File: config.mk
export PLATFORM = sky130hd
export DESIGN_NAME = tx_scheduler_flat
export DESIGN_NICKNAME = d
export VERILOG_FILES = /design/src/rtl/tx_sched_pkg.sv /design/src/rtl/tx_scheduler_if.sv /design/src/rtl/tx_rr_arbiter.sv /design/src/rtl/tx_scheduler.sv /design/src/flat_wrapper.sv
export SDC_FILE = /design/constraint.sdc
export NUM_CORES = 1
export LEC_CHECK = 0
export ABC_AREA = 1
export CAP_MARGIN = 20
export CELL_PAD_IN_SITES_DETAIL_PLACEMENT = 1
export CELL_PAD_IN_SITES_GLOBAL_PLACEMENT = 2
export CORE_UTILIZATION = 23
export CTS_BUF_LIST = sky130_fd_sc_hd__clkbuf_8
export CTS_CLUSTER_DIAMETER = 80
export CTS_CLUSTER_SIZE = 12
export DETAILED_ROUTE_END_ITERATION = 12
export GPL_TIMING_DRIVEN = 0
export PLACE_DENSITY = 0.88
export SYNTH_ARGS = -nofsm -noshare
export SYNTH_HDL_FRONTEND = slang
export SYNTH_SLANG_ARGS = --single-unit
export TNS_END_PERCENT = 10
File: constraint.sdc
create_clock -name eth_clk -period 2.9 [get_ports eth_clk]
set_clock_uncertainty 0.15 [all_clocks]
set_input_delay 0.435 -clock eth_clk [delete_from_list [all_inputs] [get_ports eth_clk]]
set_output_delay 0.435 -clock eth_clk [all_outputs]
set_load 0.005 [all_outputs]
File: src/rtl/tx_sched_pkg.sv
// Shared types and sizes for the frame transmit scheduler.
package tx_sched_pkg;

    localparam int PAYLOAD_W = 44;
    localparam int NUM_REQ   = 2;

    typedef logic [PAYLOAD_W-1:0] payload_t;

    typedef enum logic [1:0] {
        IDLE      = 2'd0,
        START     = 2'd1,
        WAIT_DONE = 2'd2,
        GAP       = 2'd3
    } sched_state_e;

endpackage

File: src/rtl/tx_scheduler_if.sv
// Requester and serializer signals of the transmit scheduler.
// The scheduler uses master; requesters and the serializer use slave.
interface tx_scheduler_if;
    import tx_sched_pkg::*;

    logic [NUM_REQ-1:0] req_valid;
    payload_t           req_payload0;
    payload_t           req_payload1;
    logic [NUM_REQ-1:0] req_ready;
    logic               tx_start;
    payload_t           tx_payload;
    logic               tx_src;
    logic               tx_done;
    logic               timeout_err;
    logic [15:0]        frames_sent;
    logic               sched_idle;

    modport master (
        input  req_valid, req_payload0, req_payload1, tx_done,
        output req_ready, tx_start, tx_payload, tx_src, timeout_err, frames_sent, sched_idle
    );

    modport slave (
        output req_valid, req_payload0, req_payload1, tx_done,
        input  req_ready, tx_start, tx_payload, tx_src, timeout_err, frames_sent, sched_idle
    );

endinterface

File: src/rtl/tx_rr_arbiter.sv
// Two-way round-robin arbiter: one-hot grant plus the index of the winner.
module tx_rr_arbiter
    import tx_sched_pkg::*;
(
    input  logic [NUM_REQ-1:0] req,
    input  logic               last,
    output logic [NUM_REQ-1:0] grant,
    output logic               grant_idx
);

    // On contention the requester not served last wins; otherwise the lone requester.
    always_comb begin
        grant     = 2'b00;
        grant_idx = 1'b0;
        case (req)
            2'b01: begin
                grant     = 2'b01;
                grant_idx = 1'b0;
            end
            2'b10: begin
                grant     = 2'b10;
                grant_idx = 1'b1;
            end
            2'b11: begin
                grant     = last ? 2'b01 : 2'b10;
                grant_idx = ~last;
            end
            default: begin
                grant     = 2'b00;
                grant_idx = 1'b0;
            end
        endcase
    end

endmodule

File: src/rtl/tx_scheduler.sv
// Frame transmit scheduler: round-robin grant of two requesters, one frame in
// flight, serializer timeout supervision and inter-frame gap enforcement.
module tx_scheduler
    import tx_sched_pkg::*;
#(
    parameter int IFG_CYCLES = 48,
    parameter int TX_TIMEOUT = 1024
) (
    input  logic           eth_clk,
    input  logic           eth_rst_n,
    tx_scheduler_if.master bus
);

    localparam int WAIT_W = $clog2(TX_TIMEOUT + 1);
    localparam int GAP_W  = $clog2(IFG_CYCLES + 1);
    localparam logic [WAIT_W-1:0] WAIT_LAST = WAIT_W'(TX_TIMEOUT - 1);
    localparam logic [GAP_W-1:0]  GAP_LOAD  = GAP_W'(IFG_CYCLES - 1);

    logic [1:0]         rst_sync_r;
    logic               rst_n_s;
    sched_state_e       state_r;
    sched_state_e       state_next_s;
    logic [WAIT_W-1:0]  wait_cnt_r;
    logic [GAP_W-1:0]   gap_cnt_r;
    logic               last_r;
    payload_t           tx_payload_r;
    logic               tx_src_r;
    logic               timeout_err_r;
    logic [15:0]        frames_sent_r;
    logic               tx_start_r;
    logic               sched_idle_r;
    logic [NUM_REQ-1:0] grant_s;
    logic               grant_idx_s;
    logic [NUM_REQ-1:0] req_ready_s;
    logic               tx_start_next_s;
    logic               sched_idle_next_s;
    logic               handshake_s;
    logic               done_s;
    logic               timeout_s;

    tx_rr_arbiter u_arb (
        .req       (bus.req_valid),
        .last      (last_r),
        .grant     (grant_s),
        .grant_idx (grant_idx_s)
    );

    // tx_done takes precedence over a timeout landing in the same cycle.
    assign handshake_s = |(bus.req_valid & req_ready_s);
    assign done_s      = (state_r == WAIT_DONE) && bus.tx_done;
    assign timeout_s   = (state_r == WAIT_DONE) && !bus.tx_done && (wait_cnt_r == WAIT_LAST);
    assign rst_n_s     = rst_sync_r[1];

    // Reset synchronizer: asserts immediately, releases two edges after eth_rst_n rises.
    always_ff @(posedge eth_clk or negedge eth_rst_n) begin
        if (!eth_rst_n) begin
            rst_sync_r <= 2'b00;
        end else begin
            rst_sync_r <= {rst_sync_r[0], 1'b1};
        end
    end

    // FSM state register.
    always_ff @(posedge eth_clk or negedge rst_n_s) begin
        if (!rst_n_s) begin
            state_r <= IDLE;
        end else begin
            state_r <= state_next_s;
        end
    end

    // FSM next-state logic.
    always_comb begin
        state_next_s = state_r;
        case (state_r)
            IDLE: begin
                if (handshake_s) state_next_s = START;
                else             state_next_s = IDLE;
            end
            START: state_next_s = WAIT_DONE;
            WAIT_DONE: begin
                if (done_s || timeout_s) state_next_s = GAP;
                else                     state_next_s = WAIT_DONE;
            end
            GAP: begin
                if (gap_cnt_r == {GAP_W{1'b0}}) state_next_s = IDLE;
                else                            state_next_s = GAP;
            end
            default: state_next_s = IDLE;
        endcase
    end

    // FSM outputs: grant is live only in IDLE; pulse/idle flags are pre-decoded for registering.
    always_comb begin
        req_ready_s       = {NUM_REQ{1'b0}};
        tx_start_next_s   = 1'b0;
        sched_idle_next_s = 1'b0;
        if (state_r == IDLE) req_ready_s = grant_s;
        else                 req_ready_s = {NUM_REQ{1'b0}};
        case (state_next_s)
            IDLE:    sched_idle_next_s = 1'b1;
            START:   tx_start_next_s   = 1'b1;
            default: begin
                tx_start_next_s   = 1'b0;
                sched_idle_next_s = 1'b0;
            end
        endcase
    end

    // Registered status flags, grant capture, pointer and frame counter.
    always_ff @(posedge eth_clk or negedge rst_n_s) begin
        if (!rst_n_s) begin
            tx_start_r    <= 1'b0;
            sched_idle_r  <= 1'b1;
            timeout_err_r <= 1'b0;
            tx_payload_r  <= {PAYLOAD_W{1'b0}};
            tx_src_r      <= 1'b0;
            last_r        <= 1'b1;
            frames_sent_r <= 16'h0000;
        end else begin
            tx_start_r    <= tx_start_next_s;
            sched_idle_r  <= sched_idle_next_s;
            timeout_err_r <= timeout_s;
            if (handshake_s) begin
                tx_payload_r <= grant_idx_s ? bus.req_payload1 : bus.req_payload0;
                tx_src_r     <= grant_idx_s;
                last_r       <= grant_idx_s;
            end else begin
                tx_payload_r <= tx_payload_r;
                tx_src_r     <= tx_src_r;
                last_r       <= last_r;
            end
            if (done_s) frames_sent_r <= frames_sent_r + 16'd1;
            else        frames_sent_r <= frames_sent_r;
        end
    end

    // Serializer watchdog: counts WAIT_DONE cycles from zero.
    always_ff @(posedge eth_clk or negedge rst_n_s) begin
        if (!rst_n_s) begin
            wait_cnt_r <= {WAIT_W{1'b0}};
        end else if (state_r == WAIT_DONE) begin
            wait_cnt_r <= wait_cnt_r + WAIT_W'(1);
        end else begin
            wait_cnt_r <= {WAIT_W{1'b0}};
        end
    end

    // Gap counter: loaded as the frame ends, counts down to zero through GAP.
    always_ff @(posedge eth_clk or negedge rst_n_s) begin
        if (!rst_n_s) begin
            gap_cnt_r <= {GAP_W{1'b0}};
        end else if (done_s || timeout_s) begin
            gap_cnt_r <= GAP_LOAD;
        end else if ((state_r == GAP) && (gap_cnt_r != {GAP_W{1'b0}})) begin
            gap_cnt_r <= gap_cnt_r - GAP_W'(1);
        end else begin
            gap_cnt_r <= gap_cnt_r;
        end
    end

    assign bus.req_ready   = req_ready_s;
    assign bus.tx_start    = tx_start_r;
    assign bus.tx_payload  = tx_payload_r;
    assign bus.tx_src      = tx_src_r;
    assign bus.timeout_err = timeout_err_r;
    assign bus.frames_sent = frames_sent_r;
    assign bus.sched_idle  = sched_idle_r;

endmodule

File: src/flat_wrapper.sv
// flat-port wrapper written by rule: the top's interface ports become plain ports
module tx_scheduler_flat import tx_sched_pkg::*;
#(
    parameter int IFG_CYCLES = 48,
    parameter int TX_TIMEOUT = 1024
)
  (eth_clk, eth_rst_n, bus_req_valid, bus_req_payload0, bus_req_payload1, bus_tx_done, bus_req_ready, bus_tx_start, bus_tx_payload, bus_tx_src, bus_timeout_err, bus_frames_sent, bus_sched_idle);
  tx_scheduler_if bus_i ();
  input  logic eth_clk;
  input  logic eth_rst_n;
  input wire logic [$bits(bus_i.req_valid)-1:0] bus_req_valid;
  input wire logic [$bits(bus_i.req_payload0)-1:0] bus_req_payload0;
  input wire logic [$bits(bus_i.req_payload1)-1:0] bus_req_payload1;
  input wire logic [$bits(bus_i.tx_done)-1:0] bus_tx_done;
  output wire logic [$bits(bus_i.req_ready)-1:0] bus_req_ready;
  output wire logic [$bits(bus_i.tx_start)-1:0] bus_tx_start;
  output wire logic [$bits(bus_i.tx_payload)-1:0] bus_tx_payload;
  output wire logic [$bits(bus_i.tx_src)-1:0] bus_tx_src;
  output wire logic [$bits(bus_i.timeout_err)-1:0] bus_timeout_err;
  output wire logic [$bits(bus_i.frames_sent)-1:0] bus_frames_sent;
  output wire logic [$bits(bus_i.sched_idle)-1:0] bus_sched_idle;
  assign bus_i.req_valid = bus_req_valid;
  assign bus_i.req_payload0 = bus_req_payload0;
  assign bus_i.req_payload1 = bus_req_payload1;
  assign bus_i.tx_done = bus_tx_done;
  assign bus_req_ready = bus_i.req_ready;
  assign bus_tx_start = bus_i.tx_start;
  assign bus_tx_payload = bus_i.tx_payload;
  assign bus_tx_src = bus_i.tx_src;
  assign bus_timeout_err = bus_i.timeout_err;
  assign bus_frames_sent = bus_i.frames_sent;
  assign bus_sched_idle = bus_i.sched_idle;
  tx_scheduler #(.IFG_CYCLES(IFG_CYCLES), .TX_TIMEOUT(TX_TIMEOUT)) u_core (.eth_clk(eth_clk), .eth_rst_n(eth_rst_n), .bus(bus_i));
endmodule
---- Yosys cells after proc, flatten, opt, wreduce, memory -nomap -nowiden ----
Cells that the tools add are included.
cells by class
  add/sub/neg operators ................... 3
  equality and inequality tests ........... 8
  multiplexer cells ....................... 14
  bitwise gates (word level) .............. 2
  reduce and logical (&&, ||, !) cells .... 12
operators by type and width
  operator               number
  $mux 44                1
  $add 16x1->16 const B  1
  $mux 6                 2
  $add 11x1->11 const B  1
  $eq 11x10->1 const B   1
  $mux 11                1
  $eq 2x2->1 const B     4
  $pmux 2 s4             1
  $eq 2x1->1 const B     3
  $logic_not 6->1        1
  $mux 2                 3
  $pmux 2 s3             1
  $reduce_bool 6->1      1
  $sub 6x1->6 const B    1
  $logic_and 1x1->1      4
  $logic_not 2->1        2
  $mux 1                 4
  $and 2x2->2            1
  $pmux 1 s2             1
  $reduce_bool 2->1      1
  $reduce_or 2->1        1
  $logic_not 1->1        1
  $logic_or 1x1->1       1
  $not 1->1              1
word-level totals
  flip-flop bits (word level) ............. 86
  bits of input ports ..................... 93
  logic and storage cells ................. 50

---- Depth between registers and ports, before layout ----
Gate-level depths: netlist of run 1.
  depth after elaboration ................. 9
  depth in mapped cells ................... 10
  gate-level depth less buffers ........... 10

---- Cells and area by module ----
Synthesis of run 1 repeated with hierarchy kept, for this count alone.
unflattened totals
  cell total of the unflattened synthesis .. 464
  area, all modules ....................... 4419.2 sq um
modules (own cells, without submodules)
  module         instances  cells an instance  area an instance (sq um)
  tx_scheduler   1          458                4394.2
  tx_rr_arbiter  1          6                  25.0

---- Least setup slack after synthesis of run 1 ----
No wires, ideal clock.
  path kind ............................... reg-to-reg
  from .................................... register u_core.gap_cnt_r[0]
  to ...................................... register u_core.gap_cnt_r[1]
  library setup time ...................... 125 ps
  arrival time ............................ 1249 ps
  required time ........................... 2625 ps
  setup slack ............................. 1376 ps
  cell stages (with the launch flop) ...... 10
  path through ............................ dfrtp_1 > inv_1 > ha_1 > nand2_1 > nor2_2 > nand2_1 > nand2_1 > inv_1 > o21ai_0 > nand2_1
on the way
  word-level cells in the longest chain between the ends .. 3
  elaborated cells on any way between the ends .. 6
  classes of those cells .................. add/sub: 1; mux: 2; reduce/logical: 3
ends and longest elaborated chain
  what                                                     RTL line                                  source
  start: declaration                                       tx_scheduler.sv:24                        logic [GAP_W-1:0] gap_cnt_r;
  start signal: assignment                                 tx_scheduler.sv:152                       gap_cnt_r <= {GAP_W{1'b0}};
  start signal: assignment                                 tx_scheduler.sv:156                       gap_cnt_r <= gap_cnt_r - GAP_W'(1);
  start signal: assignment                                 tx_scheduler.sv:158                       gap_cnt_r <= gap_cnt_r;
  $sub 6x1->6 / $reduce_bool 6->1 (equally long branches)  tx_scheduler.sv:156, tx_scheduler.sv:155
  $mux 6 / $logic_and 1x1->1 (equally long branches)       tx_scheduler.sv:155                       end else if ((state_r == GAP) && (gap_cnt_r != {GAP_W{1'b0}})) begin
  $mux 6 / $reduce_bool 2->1 (equally long branches)       --
Parallel ways exist; a longest one is shown, timed or not. The select of a mux whose other input is x is not followed.
A chain may end at the register's enable or synchronous reset.

---- Final worst setup path of run 1 ----
  from .................................... input port bus_req_valid[1]
  to ...................................... output port bus_req_ready[1]
on the way
  word-level cells in the longest chain between the ends .. 3
  elaborated cells on any way between the ends .. 5
  classes of those cells .................. eq/ne: 3; mux: 2
ends and longest elaborated chain
  what                                             RTL line             source
  start: declaration                               flat_wrapper.sv:11   input wire logic [$bits(bus_i.req_valid)-1:0] bus_req_valid;
  $eq 2x2->1 / $eq 2x1->1 (equally long branches)  tx_rr_arbiter.sv:15  case (req)
  $pmux 2 s3 *                                     tx_rr_arbiter.sv:15
  $mux 2 *                                         tx_scheduler.sv:98   if (state_r == IDLE) req_ready_s = grant_s;
  end: declaration                                 flat_wrapper.sv:15   output wire logic [$bits(bus_i.req_ready)-1:0] bus_req_ready;
Every way passes the cells marked *; elsewhere a longest branch is shown, timed or not.

==> results of run 1 <==
-- state kept, by name, indices dropped and copies added, names as in the netlist, 2 cells and up --
signal	cells
u_core.gap_cnt_r	6
u_core.bus.frames_sent	16
u_core.wait_cnt_r	11
u_core.state_r	2
u_core.rst_sync_r	2
u_core.bus.tx_payload	44
-- synth_stat cells, drive strengths merged --
library cell and number:
nand2 153, dfrtp 84, nor2 78, a31oi 44, inv 40, nand3 20
buf 14, o21ai 9, xor2 7, a21oi 6, xnor2 5, clkbuf 4
ha 3, nand3b 3, nand4 3, nor3 3, dfstp 2, a211oi 1
a31o 1, conb 1, o21a 1, o21bai 1
-- worst max-delay path by stage --
stage                         startpoint                   endpoint  slack [ps]  cells after the start
global route            bus_req_valid[1]           bus_req_ready[1]          40                      6
detailed placement      bus_req_valid[1]           bus_req_ready[1]          80                      6
global placement    u_core.rst_sync_r[1]  u_core.bus.frames_sent[8]        -960                      0
CTS                     bus_req_valid[1]           bus_req_ready[1]          80                      6
finish                  bus_req_valid[1]           bus_req_ready[1]         150                      6
floorplan           u_core.rst_sync_r[1]  u_core.bus.frames_sent[0]         180                      0
-- logic make-up (layout without fill, tap and decap cells) --
kind of cell | count (synthesis) | count (layout) | synth area share, %
AND/OR/NAND/NOR | 260 | 260 | 26.8
flip-flops | 86 | 86 | 53.2
AO/OA/AOI/OAI | 63 | 63 | 9.79
buffers and inverters | 58 | 233 | 6.58
XOR/XNOR | 12 | 12 | 2.59
adder cells (fa/ha/maj) | 3 | 3 | 0.927
other | 1 | 2 | 0.0926
-- routing by layer --
layer	vias up	track usage [%]	part of all wire [%]
met5	-	0	0
met4	0	6.55	1.8
met3	14	5.89	8.8
met2	110	26.0	50
met1	1869	16.1	40
li1	1886	-	-
-- metrics by stage --
stage	setup TNS, ps	hold slack [ps]	cell area (um^2)
after floorplan	0	-10.6	4050
after global placement	-78440	187	5910
after detailed placement	0	192	5950
after CTS	0	29.8	6160
after global routing	0	35.4	6160
final	0	57.1	6170
-- layout make-up --
type	instances	area [um^2]	area share [%]
antenna	1	2.50	0.0406
buffer	18	116	1.89
clock buffer	12	165	2.68
clock inverter	4	53.8	0.872
inverter	40	150	2.43
multi-input combinational	339	1630	26.4
sequential	86	2160	35.0
tap	225	282	4.56
timing repair buffer	159	1610	26.1
-- where the power goes --
part / switching [uW] / internal, uW
clock network: 476 / 471
logic: 575 / 788
registers: 225 / 1510
==> out/metrics.yaml, run 1 <==
sta:
  setup_violations: 0
  slew_violations: 0
  hold_viol: 0
  tightest_slew_ps: 542
  fmax_ghz: 0.364
  fin_crit_sh_pct: 94.8
  layout_setup_ws_ps: 149
  grt_setup_unrepaired: "no"
  period_minus_slack_ps: 2750
  slew_headroom_pct: 63.9
cts:
  clock-sinks: 86
  clkTransAtPathRegs_ps: 100
  cts_tree: "yes"
  ctsLongestPathBuffers: 2
  postCtsSetupBuffers: 0
  cts_inserted_buffers: 9
  hold_buffers: 0
  insertion_delay_ps: 370
  cts.repair.resized: 0
  cts.root.buffer_cell: "clkbuf_8"
  htreeDepth: 3
global_routing:
  grt_start_max_net_pins: 48
  gr-usage-all-layers_pct: 15.0
  grt_pass1_vias: 4310
  antenna_found_initial: 1
  overflow: 0
  grt_first_pass_wirelength_um: 21000
synth:
  synth_top_area_cell: "dfrtp_1"
  synth_nets: 579
  synth_cell_type_count: 32
  synth_area_um2: 4050
  avgSynthCellArea_um2: 8.39
  yosysWarnings: 0
  synth_top_cell_area_share_pct: 51.9
  yosysSeqAreaShare_pct: 53.2
  synthTopCellsByArea: "dfrtp_1 52%, nand2_1 14%, a31oi_1 6.8%, nor2_1 6.7%, inv_1 3.2%"
  syn_inst: 483
  ys_seq_elements: 86
floorplanning:
  core_um2: 17200
  die_h_um: 135
  fp-row-count: 48
  dieArea_um2: 18100
  die_w_um: 135
  start_util_pct: 23.5
  io_pins: 159
final_layout:
  final_common_cell: "clkdlybuf4s50_1"
  layout.cells.non_filler: 884
  drive_above_1_share_pct: 8.21
  nFillCells: 2017
  utilization_pct: 35.8
  area_delta_synth_final_pct: 52.2
  final_cell_mix: "158 x clkdlybuf4s50_1, 147 x nand2_1, 83 x dfrtp_1"
  fin_nets: 749
routing:
  drc: 0
  dr.pass1.iters: 4
  wl_per_cell_um: 14.4
  drt-total-wl_um: 12700
  final_antenna_net_count: 0
  num_vias: 3879
  vias_per_cell: 4.39
  first_iter_violations: 118
worst_hold_path:
  hp-class: "primary input to async pin"
outcome:
  status: "completed"
critical_path:
  rrSetupSlack_ps: 1050
  rr_startpoint: "u_core.wait_cnt_r[0]"
  path_cells: "clkdlybuf4s50_1, inv_1, a21oi_4, inv_2, nor2_1, clkdlybuf4s50_1"
  max_stage_delay_ps: 530
  cp-end-kind: "output port"
  r2r_end: "u_core.bus.sched_idle"
  critical_path_buf_inv_count: 4
  critPathTopFamily: "buffers and inverters"
  critical_path_class: "primary input to output port"
  cp_max_fo: 9
  cp.required_ps: 2320
  cp.arrival_ps: 2170
  critPathSlowestCell: "clkdlybuf4s50_1"
  cpMostUsedCell: "clkdlybuf4s50_1"
  cp-start-kind: "primary input"
  ff2ff_path_depth: 8
power_and_ir_drop:
  peakVddDrop_uv: 245
  p_per_area_nw_per_um2: 656
  power.total_uw: 4040
  p_leak_uw: 0.00272
placed_design:
  placedCellCount: 867
  place_congestion: 0.739
  place_ws_ps: 80.0
  portBuffers: 158
  post-dp-hpwl_um: 9920
job:
  drv_cap: 0
(Power assumes the default switching activity.)
==> run 2: changes to the inputs <==
--- a/config.mk
+++ b/config.mk
@@ -15,7 +15,7 @@
 export CTS_CLUSTER_SIZE = 12
 export DETAILED_ROUTE_END_ITERATION = 12
 export GPL_TIMING_DRIVEN = 0
-export PLACE_DENSITY = 0.88
+export PLACE_DENSITY_LB_ADDON = 0.1
 export SYNTH_ARGS = -nofsm -noshare
 export SYNTH_HDL_FRONTEND = slang
 export SYNTH_SLANG_ARGS = --single-unit
==> run 2 against run 1 <==
Effect of this change:
- final cell count fell by 0.11%
- cell area is 0.65% lower
- die area is the same
- combinational power about the same
- utilization is 0.23 points lower
- first-iteration DRC count down 19%
- fmax increased by 1.2%
- critical path depth unchanged
- power down 2.9%
- clock power down 13%
- clock-buffer cell count is the same
- hold slack gained 19 ps
- critical path type unchanged
- critical endpoint unchanged
==> out/metrics.yaml, run 2 (synthesis gave the netlist of run 1 again) <==
cts:
  clock-sinks: 86
  cts.root.buffer_cell: "clkbuf_8"
  cts_tree: "yes"
  ctsLongestPathBuffers: 2
  clkTransAtPathRegs_ps: 90
  insertion_delay_ps: 370
  htreeDepth: 3
  cts.repair.resized: 0
  postCtsSetupBuffers: 0
  cts_inserted_buffers: 9
  hold_buffers: 0
final_layout:
  largest_reg_flops: 44
  utilization_pct: 35.5
  fin_nets: 749
  multi_input_area_um2: 1630
  seqCellArea_um2: 2160
  nFillCells: 2032
  final_common_cell: "clkdlybuf4s50_1"
  drive_above_1_share_pct: 7.75
  diodes: 0
  final_cell_mix: "158 x clkdlybuf4s50_1, 147 x nand2_1, 83 x dfrtp_1"
  layout.cells.non_filler: 883
  area_delta_synth_final_pct: 51.2
floorplanning:
  start_util_pct: 23.5
  die_h_um: 135
  fp-row-count: 48
  io_pins: 159
  dieArea_um2: 18100
  core_um2: 17200
  die_w_um: 135
placed_design:
  portBuffers: 158
  place_congestion: 0.773
  placedCellCount: 867
  place_ws_ps: 111
  post-dp-hpwl_um: 9890
routing:
  final_antenna_net_count: 0
  drt-total-wl_um: 13300
  num_vias: 3900
  first_iter_violations: 95
  dr.pass1.iters: 4
  vias_per_cell: 4.42
  drc: 0
  wl_per_cell_um: 15.0
sta:
  slew_headroom_pct: 64.9
  fin_crit_sh_pct: 93.7
  finalSetupTns_ps: 0
  slew_violations: 0
  grt_setup_unrepaired: "no"
  period_minus_slack_ps: 2720
  tightest_slew_ps: 526
  setup_violations: 0
  layout_setup_ws_ps: 183
  hold_viol: 0
  fmax_ghz: 0.368
critical_path:
  cp-end-kind: "output port"
  rrSetupSlack_ps: 1080
  ff2ff_path_depth: 8
  cp-start-kind: "primary input"
  cp.arrival_ps: 2130
  cpMostUsedCell: "clkdlybuf4s50_1"
  critical_path_buf_inv_count: 4
  critPathTopFamily: "buffers and inverters"
  cp_max_fo: 9
  critical_path_class: "primary input to output port"
  path_depth: 6
  critPathSlowestCell: "clkdlybuf4s50_1"
  path_cells: "clkdlybuf4s50_1, inv_1, a21oi_4, inv_2, nor2_1, clkdlybuf4s50_1"
  max_stage_delay_ps: 550
  cp.required_ps: 2320
power_and_ir_drop:
  p_per_area_nw_per_um2: 641
  p_leak_uw: 0.00272
  peakVddDrop_uv: 231
outcome:
  status: "completed"
global_routing:
  gr-usage-all-layers_pct: 15.4
  grt_first_pass_wirelength_um: 21500
  antenna_found_initial: 0
  overflow: 0
  grt_pass1_vias: 4212
  grt_start_max_net_pins: 64
job:
  drv_cap: 0
worst_hold_path:
  hp-class: "flop to async pin"
run 2: changes by cell type in the layout (fill, tap and decap cells not counted):
cell        previous run  this run
clkinv_4               1         0
clkinvlp_4             2         0
clkinv_2               0         1
bufinv_16              1         0
diode_2                1         0
inv_1                 35        38
run 2: worst register-to-register path, stage by stage (launching register included):
cell and delay, ps:
dfrtp_1 410, ha_1 240, nand3_1 130, inv_1 70, nand3_1 160, nor2_1 90
nor2_2 270, nand2_1 130, nor2_1 120
run 2: worst paths after layout:
| path | to | startpoint |
|---|---|---|
| max | bus_req_ready[1] | bus_req_valid[1] |
| min | u_core.bus.tx_start | u_core.rst_sync_r[1] |
| max reg2reg | u_core.bus.sched_idle | u_core.wait_cnt_r[0] |
| min reg2reg | u_core.bus.tx_start | u_core.rst_sync_r[1] |
| max in group asynchronous | u_core.bus.sched_idle | u_core.rst_sync_r[1] |
| min in group eth_clk | u_core.rst_sync_r[1] | u_core.rst_sync_r[0] |
run 2: area by class of cell:
type	instances	share of cell area, %
clock inverter	4	0.265
clock buffer	12	2.70
tap	225	4.59
sequential	86	35.2
multi-input combinational	339	26.6
timing repair buffer	159	26.3
buffer	18	1.90
inverter	40	2.45
run 2: power by group:
| group | internal (uW) | switching (uW) |
|---|---|---|
| clock | 373 | 451 |
| sequential | 1510 | 222 |
| combinational | 787 | 587 |
run 2: metrics by stage:
stage / hold slack, ps / cell area [um^2] / total power, uW
after floorplan: -10.6 / 4050 / 2300
after global placement: 187 / 5910 / 3110
after detailed placement: 99.2 / 5950 / 3160
after CTS: 47.1 / 6130 / 4020
after global routing: 66.0 / 6130 / 4230
final: 75.7 / 6130 / 3930
run 2: per-layer routing:
| layer | up-vias | GRT usage, % | wire length (um) |
|---|---|---|---|
| li1 | 1893 | - | - |
| met1 | 1892 | 17.6 | 5590 |
| met2 | 101 | 25.7 | 6220 |
| met3 | 14 | 6.16 | 1210 |
| met4 | 0 | 6.30 | 234 |
| met5 | - | 0 | 0 |
==> run 3: changes to the inputs <==
--- a/config.mk
+++ b/config.mk
@@ -15,7 +15,7 @@
 export CTS_CLUSTER_SIZE = 12
 export DETAILED_ROUTE_END_ITERATION = 12
 export GPL_TIMING_DRIVEN = 0
-export PLACE_DENSITY_LB_ADDON = 0.1
+export PLACE_DENSITY = 0.79
 export SYNTH_ARGS = -nofsm -noshare
 export SYNTH_HDL_FRONTEND = slang
 export SYNTH_SLANG_ARGS = --single-unit
==> run 3 against run 2 <==
Effect of this change:
- cell area rose by 0.10%
- first-iteration DRC count grew 17%
- critical endpoint unchanged
- power rose by 0.46%
- clock power grew 2%
- via count shrank 1.1%
- final cell count is the same
- combinational power is essentially flat
- worst setup slack lost 20 ps
- largest power group unchanged
- clock-buffer cell count fell by 2
- critical path depth did not move
==> out/metrics.yaml, run 3 (synthesis gave the netlist of run 1 again) <==
outcome:
  status: "completed"
floorplanning:
  io_pins: 159
  fp-row-count: 48
  die_h_um: 135
  start_util_pct: 23.5
  dieArea_um2: 18100
  core_um2: 17200
  die_w_um: 135
critical_path:
  cp-end-kind: "output port"
  cp.arrival_ps: 2150
  cp.required_ps: 2320
  cp-start-kind: "primary input"
  cp_max_fo: 9
  critical_path_class: "primary input to output port"
placed_design:
  placedCellCount: 867
  place_ws_ps: 76.9
  post-dp-hpwl_um: 9940
  portBuffers: 158
  place_congestion: 0.796
  placed_cell_area_um2: 5950
cts:
  cts.root.buffer_cell: "clkbuf_8"
  clock-sinks: 86
  insertion_delay_ps: 370
  cts_inserted_buffers: 9
  ctsLongestPathBuffers: 2
  clkTransAtPathRegs_ps: 80
  cts_tree: "yes"
  hold_buffers: 0
  cts.repair.resized: 0
  postCtsSetupBuffers: 0
  htreeDepth: 3
routing:
  drt-total-wl_um: 12700
  route.top_layer_used: "met4"
  dr.pass1.iters: 4
  route.met3.wl_um: 1200
  final_antenna_net_count: 0
  num_vias: 3857
  wl_met1_um: 5080
  drc: 0
  first_iter_violations: 111
  vias_per_cell: 4.37
  wl_per_cell_um: 14.4
  route.met2.wl_um: 6220
final_layout:
  drive_above_1_share_pct: 7.60
  final_common_cell: "clkdlybuf4s50_1"
  fin_nets: 749
  final_cell_mix: "158 x clkdlybuf4s50_1, 147 x nand2_1, 83 x dfrtp_1"
  final_cell_area_um2: 6130
  layout.cells.non_filler: 883
  diodes: 0
  nFillCells: 2011
  utilization_pct: 35.6
  area_delta_synth_final_pct: 51.4
  seqCellArea_um2: 2160
  largest_reg_flops: 44
  multi_input_area_um2: 1630
worst_hold_path:
  hp-class: "primary input to async pin"
sta:
  slew_violations: 0
  grt_setup_unrepaired: "no"
  slew_headroom_pct: 59.2
  setup_violations: 0
  tightest_slew_ps: 611
  fin_crit_sh_pct: 94.4
  period_minus_slack_ps: 2740
  hold_viol: 0
  layout_setup_ws_ps: 163
  fmax_ghz: 0.365
power_and_ir_drop:
  p_per_area_nw_per_um2: 643
  peakVddDrop_uv: 212
  p_leak_uw: 0.00272
global_routing:
  overflow: 0
  grt_pass1_vias: 4292
  antenna_found_initial: 0
  grt_first_pass_wirelength_um: 21200
  gr-usage-all-layers_pct: 15.1
  grt_start_max_net_pins: 44
job:
  drv_cap: 0
-- run 3: per-stage QoR --
step                      hold slack (ps)  power, uW  TNS, ps
after detailed placement              192       3160        0
after global routing                 47.6       4250        0
after floorplan                     -10.6       2300        0
after CTS                            43.8       4040        0
final                                71.0       3950        0
after global placement                188       3100   -95360
-- run 3: worst paths after layout --
| kind | slack, ps | cells after the start | from | to |
|---|---|---|---|---|
| hold reg to reg | 200 | 0 | u_core.rst_sync_r[1] | u_core.wait_cnt_r[2] |
| hold / removal | 70 | 1 | eth_rst_n | u_core.rst_sync_r[1] |
| min in group eth_clk | 210 | 0 | u_core.rst_sync_r[0] | u_core.rst_sync_r[1] |
| setup reg to reg | 1080 | 8 | u_core.wait_cnt_r[0] | u_core.bus.sched_idle |
| setup / recovery | 160 | 6 | bus_req_valid[1] | bus_req_ready[1] |
| max in group asynchronous | 1730 | 1 | u_core.rst_sync_r[1] | u_core.last_r |
-- run 3: worst max-delay path: stages --
cell and delay, ps:
clkdlybuf4s50_1 480, inv_1 90, a21oi_4 280, inv_2 170, nor2_1 150, clkdlybuf4s50_1 540
-- run 3: metal layers --
| metal | global-route usage (%) | vias up |
|---|---|---|
| met1 | 16.4 | 1849 |
| li1 | - | 1886 |
| met5 | 0 | - |
| met3 | 6.23 | 14 |
| met4 | 6.18 | 0 |
| met2 | 25.8 | 108 |
-- run 3: cell type report --
| cell class | count | area share [%] |
|---|---|---|
| sequential | 86 | 35.2 |
| clock inverter | 6 | 0.816 |
| inverter | 40 | 2.45 |
| tap | 225 | 4.59 |
| multi-input combinational | 339 | 26.6 |
| timing repair buffer | 159 | 26.2 |
| buffer | 18 | 1.90 |
| clock buffer | 10 | 2.24 |
-- run 3: where the power goes --
| part | total, uW | internal (uW) | switching (uW) | leakage [uW] |
|---|---|---|---|---|
| logic | 1360 | 788 | 573 | 0.00156 |
| registers | 1740 | 1510 | 235 | 0.00105 |
| clock network | 841 | 409 | 433 | 0.000111 |
